==> config.mk <==
export PLATFORM = sky130hd
export DESIGN_NAME = display_task_mux
export DESIGN_NICKNAME = d
export VERILOG_FILES = /design/src/rtl/display_mux_pkg.sv /design/src/rtl/sw_stabiliser.sv /design/src/rtl/display_task_mux.sv
export SDC_FILE = /design/constraint.sdc
export NUM_CORES = 1
export LEC_CHECK = 0
export BUFFER_PORTS_ARGS = -buffer_cell sky130_fd_sc_hd__buf_2
export CORE_MARGIN = 3
export CORE_UTILIZATION = 40
export CTS_CLUSTER_SIZE = 30
export DETAILED_ROUTE_END_ITERATION = 6
export PLACE_DENSITY = 0.77
export SLEW_MARGIN = 40
export SYNTH_ARGS = -nofsm -noshare
export SYNTH_HDL_FRONTEND = slang
export SYNTH_SLANG_ARGS = --single-unit
==> constraint.sdc <==
create_clock -name clk -period 2 [get_ports clk]
set_input_delay 0.4 -clock clk [delete_from_list [all_inputs] [get_ports clk]]
set_output_delay 0.4 -clock clk [all_outputs]
set_load 0.005 [all_outputs]
==> src/rtl/display_mux_pkg.sv <==
// Shared types and helpers for the display task multiplexer.
// Holds the FSM state encoding, the black pixel value and a lowest-index-wins one-hot encoder.
package display_mux_pkg;

  typedef enum logic {
    RUN   = 1'b0,
    BLANK = 1'b1
  } mux_state_e;

  localparam logic [15:0] PIX_BLACK = 16'h0000;
  localparam int MAX_TASKS = 32;

  // Isolates the lowest set bit (two's complement trick), giving index 0 highest priority.
  function automatic logic [MAX_TASKS-1:0] prio_onehot(input logic [MAX_TASKS-1:0] req);
    prio_onehot = req & (~req + MAX_TASKS'(1));
  endfunction

endpackage

==> src/rtl/sw_stabiliser.sv <==
// Synchronises raw task switches, picks the highest-priority one and only lets it through
// as a one-cycle commit strobe once it has held steady for STABLE_CYCLES cycles.
module sw_stabiliser
  import display_mux_pkg::*;
#(
  parameter int WIDTH         = 5,
  parameter int STABLE_CYCLES = 1000
) (
  input  logic             clk,
  input  logic             reset_n,
  input  logic [WIDTH-1:0] sw_raw,
  input  logic [WIDTH-1:0] current,
  output logic [WIDTH-1:0] candidate,
  output logic             commit_ok
);

  localparam int CW = $clog2(STABLE_CYCLES + 1);
  localparam logic [CW-1:0] CNT_MAX    = CW'(STABLE_CYCLES);
  localparam logic [CW-1:0] CNT_COMMIT = CW'(STABLE_CYCLES - 1);

  logic [WIDTH-1:0] sync1;
  logic [WIDTH-1:0] sync2;
  logic [WIDTH-1:0] cand_prev;
  logic [CW-1:0]    count;

  assign candidate = WIDTH'(prio_onehot(MAX_TASKS'(sync2)));

  always_ff @(posedge clk or negedge reset_n) begin
    if (!reset_n) begin
      sync1     <= '0;
      sync2     <= '0;
      cand_prev <= '0;
      count     <= '0;
    end else begin
      sync1     <= sw_raw;
      sync2     <= sync1;
      cand_prev <= candidate;
      if (candidate != cand_prev) begin
        count <= '0;
      end else if (count != CNT_MAX) begin
        count <= count + CW'(1);
      end
    end
  end

  // Counter saturates above CNT_COMMIT, so a steady candidate commits exactly once.
  assign commit_ok = (count == CNT_COMMIT) && (candidate == cand_prev) && (candidate != current);

endmodule

==> src/rtl/display_task_mux.sv <==
// Task arbiter and OLED pixel mux: commits a stable switch selection, blanks the panel for a
// few frames after each change, and latches an overlay source while the overlay task is live.
module display_task_mux
  import display_mux_pkg::*;
#(
  parameter int NUM_TASKS     = 5,
  parameter int PIX_W         = 16,
  parameter int STABLE_CYCLES = 1000,
  parameter int BLANK_FRAMES  = 2,
  parameter int OVERLAY_TASK  = 4
) (
  input  logic                       clk,
  input  logic                       reset_n,
  input  logic [NUM_TASKS-1:0]       sel_sw,
  input  logic                       frame_begin,
  input  logic [NUM_TASKS*PIX_W-1:0] pixel_in,
  input  logic [PIX_W-1:0]           overlay_pixel,
  input  logic                       overlay_trigger,
  input  logic                       overlay_arm,
  output logic [PIX_W-1:0]           pixel_out,
  output logic [NUM_TASKS-1:0]       task_active,
  output logic                       switching,
  output logic                       overlay_active
);

  localparam int FW = (BLANK_FRAMES > 0) ? $clog2(BLANK_FRAMES + 1) : 1;
  localparam logic [FW-1:0] FRAME_LAST = FW'(BLANK_FRAMES - 1);

  mux_state_e           state_q, state_d;
  logic [FW-1:0]        frame_cnt, frame_d;
  logic [NUM_TASKS-1:0] task_d;
  logic                 overlay_d;
  logic [NUM_TASKS-1:0] candidate;
  logic                 commit_ok;
  logic [PIX_W-1:0]     pix_sel;

  sw_stabiliser #(
    .WIDTH         (NUM_TASKS),
    .STABLE_CYCLES (STABLE_CYCLES)
  ) u_stab (
    .clk       (clk),
    .reset_n   (reset_n),
    .sw_raw    (sel_sw),
    .current   (task_active),
    .candidate (candidate),
    .commit_ok (commit_ok)
  );

  always_ff @(posedge clk or negedge reset_n) begin
    if (!reset_n) begin
      state_q        <= RUN;
      frame_cnt      <= '0;
      task_active    <= '0;
      overlay_active <= 1'b0;
    end else begin
      state_q        <= state_d;
      frame_cnt      <= frame_d;
      task_active    <= task_d;
      overlay_active <= overlay_d;
    end
  end

  // A commit wins over frame counting and overlay setting, so a frame_begin on the commit
  // edge is not counted and a simultaneous overlay request is dropped.
  always_comb begin
    state_d   = state_q;
    frame_d   = frame_cnt;
    task_d    = task_active;
    overlay_d = overlay_active;
    if (commit_ok) begin
      task_d    = candidate;
      overlay_d = 1'b0;
      frame_d   = '0;
      if (BLANK_FRAMES > 0) state_d = BLANK;
    end else begin
      if (state_q == BLANK && frame_begin) begin
        frame_d = frame_cnt + FW'(1);
        if (frame_cnt == FRAME_LAST) state_d = RUN;
      end
      if (state_q == RUN && overlay_trigger && overlay_arm && task_active[OVERLAY_TASK]) begin
        overlay_d = 1'b1;
      end
    end
  end

  always_comb begin
    pix_sel = PIX_W'(PIX_BLACK);
    for (int k = 0; k < NUM_TASKS; k++) begin
      if (task_active[k]) pix_sel = pixel_in[k*PIX_W +: PIX_W];
    end
    if (state_q == BLANK) begin
      pixel_out = PIX_W'(PIX_BLACK);
    end else if (overlay_active) begin
      pixel_out = overlay_pixel;
    end else if (task_active == '0) begin
      pixel_out = PIX_W'(PIX_BLACK);
    end else begin
      pixel_out = pix_sel;
    end
  end

  assign switching = (state_q == BLANK);

endmodule

==> qor.yml <==
clk_path_buf_depth: 2
drc_errors: 0
port_buffers: 128
rsz0062_at_grt: "yes"
track_usage: 0.248
slowest_delay_ns: 0.41
via_count: 2716
rrSetupSlack_ns: -0.07
insertion_delay_ns: 0.28
avgSynthCellArea_um2: 8.95
ir_worst_vdd_uv: 690
fin_nets: 510
gp_congestion: 0.862
cp_slowest_cell: "dfrtp_1"
layout_setup_ws_ns: -0.228
synth_seq_cells: 34
dieArea_mm2: 0.00651
syn_nets: 358
critical_path_buf_inv_count: 2
fin_util: 0.735
antenna_found_initial: 0
num_rows: 26
design_area_mm2: 0.00385
drive_gt1_frac: 0.602
drtPass1Iterations: 4
die_w_um: 80.7
syn_to_final_growth_pct: 72.7
startpoint_type: "flop"
path_cells: "or2_4, buf_12, a221oi_4, o31ai_2, a22oi_2, nor2_1, buf_2"
ys.flop_type: "dfrtp_1"
power_density_mw_per_mm2: 390
final_cells: 472
maxSlewViolCount: 0
clock-root-buffer: "clkbuf_8"
final_antenna_net_count: 0
cts_made_buffers: 5
violations: "setup timing"
routedWlPerCell_um: 18.8
dp.cells: 451
worst-endpoint-arrival_ns: 1.83
htreeDepth: 2
grt_pass1_vias: 2564
synth_top_area_cell: "dfrtp_1"
synth_top_area_frac: 0.382
initial_core_util: 0.426
antenna_cells: 0
min_period_ns: 2.23
cap_violations: 0
hold_violations: 0
netlist_top_cells_area: "dfrtp_1 38%, a221oi_1 5.9%, nor2_1 5.6%, o31ai_1 5.4%, a22oi_1 5.1%"
avgViaCountPerCell: 5.75
wl_um: 8860
synth_area_mm2: 0.00223
grt_first_pass_wirelength_um: 12500
ys_warn_count: 0
layout_common_cells: "128 x buf_2, 31 x dfrtp_1, 30 x nor2_1"
grt-ovfl-total: 0
seq_area_frac_synth: 0.382
hold_slack_ns: 0.182
cts_hold_buf: 0
crit_path_end_kind: "primary output"
hold_class: "in -> async"
critical-path-top-delay-family: "compound AO/OA/AOI/OAI gates"
post-route-period-util: 1.11
criticalPathCategory: "reg -> out"
die_y_um: 80.7
tightestPinTransition_ns: 0.744
coreArea_mm2: 0.00524
final.setup_skew_ns: 0.00660
yosys.cell_types.count: 48
dpl_cell_area_mm2: 0.00314
synthArstFlopShare: 1.00
final-setup-viol-count: 18
max_freq_mhz: 449
num-fill-cells: 346
clkSinkCount: 34
cts_tree: "done"
dp_hpwl_um: 5880
cp_data_required_time_ns: 1.60
synth_edf_count: 0
drt_iter0_drc: 120
cts.clk_slew.worst_paths_ns: 0.07
synthCells: 249
crit_fanout: 8
layout_commonest_cell: "buf_2"
status: "complete, but fails checks"
power_leakage_nw: 1.77
io_pins: 129
slew_headroom: 0.504
grt_max_degree: 35
==> flip-flops by register name, summed over array words and instances (netlist names) <==
signal and flops:
u_stab.count 10, u_stab.sync2 5, task_active 5, overlay_active 1, switching 1, u_stab.sync1 5, frame_cnt 2, u_stab.cand_prev 5
==> area by class of cell <==
type	instances	area [um2]	share of cell area
sequential	34	855	0.222
tap	70	87.6	0.0227
clock buffer	8	110	0.0286
timing repair buffer	164	998	0.259
multi-input combinational	191	1780	0.462
inverter	5	18.8	0.00487
==> through the flow <==
step           setup WS [ns]  total power [mW]  setup TNS, ns
4_1_cts               -0.181              1.50          -2.91
5_1_grt               -0.292              1.56          -4.85
3_5_place_dp         -0.0334             0.896         -0.187
2_1_floorplan        -0.0286             0.765         -0.286
6_report              -0.228              1.50          -3.30
3_3_place_gp         -0.0580             0.890        -0.0580
==> metal layers <==
metal,track usage,vias up,wire (um)
met5,0,-,0
met3,0.0415,35,764
met1,0.287,1276,3250
li1,-,1251,-
met4,0.125,0,355
met2,0.436,154,4490
==> synth_stat cells (2+ instances only) <==
cell	instances
xnor2_1	5
nor3_1	3
xor2_1	6
nand4_1	2
mux2_4	5
a221oi_1	15
dfrtp_1	34
nand2b_1	4
a21oi_1	5
ha_1	3
nand3_1	4
inv_1	5
nor4_1	3
nor2_1	33
o22ai_1	17
o31ai_1	16
nor2b_1	2
a22oi_1	15
clkbuf_1	18
nand2_1	26
==> logic make-up (layout without fill, tap and decap cells) <==
kind of cell,count (synthesis),after routing,share of synthesized area
and+or+nand+nor,93,94,0.208
AOI/OAI and AO/OA,77,77,0.267
DFF,34,34,0.382
buffers and inverters,25,177,0.0460
xor gates and xnor gates,11,11,0.0432
muxes,6,6,0.0382
adders and majority gates,3,3,0.0168
==> power breakdown <==
group / switching [mW] / total [mW] / internal (mW)
registers: 0.0179 / 0.722 / 0.705
clock network: 0.234 / 0.581 / 0.347
logic: 0.0963 / 0.199 / 0.102
total: 0.348 / 1.50 / 1.15
==> final timing paths <==
kind / start / to / cells after the start
setup / recovery: task_active[3] / pixel_out[4] / 7
hold / removal: reset_n / u_stab.cand_prev[0] / 1
setup reg to reg: u_stab.count[5] / task_active[1] / 5
hold reg to reg: u_stab.sync1[1] / u_stab.sync2[1] / 0
max in group asynchronous: reset_n / u_stab.sync2[1] / 1
min in group clk: sel_sw[1] / u_stab.sync1[1] / 1
==> repair_timing <==
action	CTS	global route
resized for setup	48	35
setup endpoints to repair	21	25
setup buffers	8	2
gates cloned	2	1
pin swaps	14	37
(Power assumes the default switching activity.)
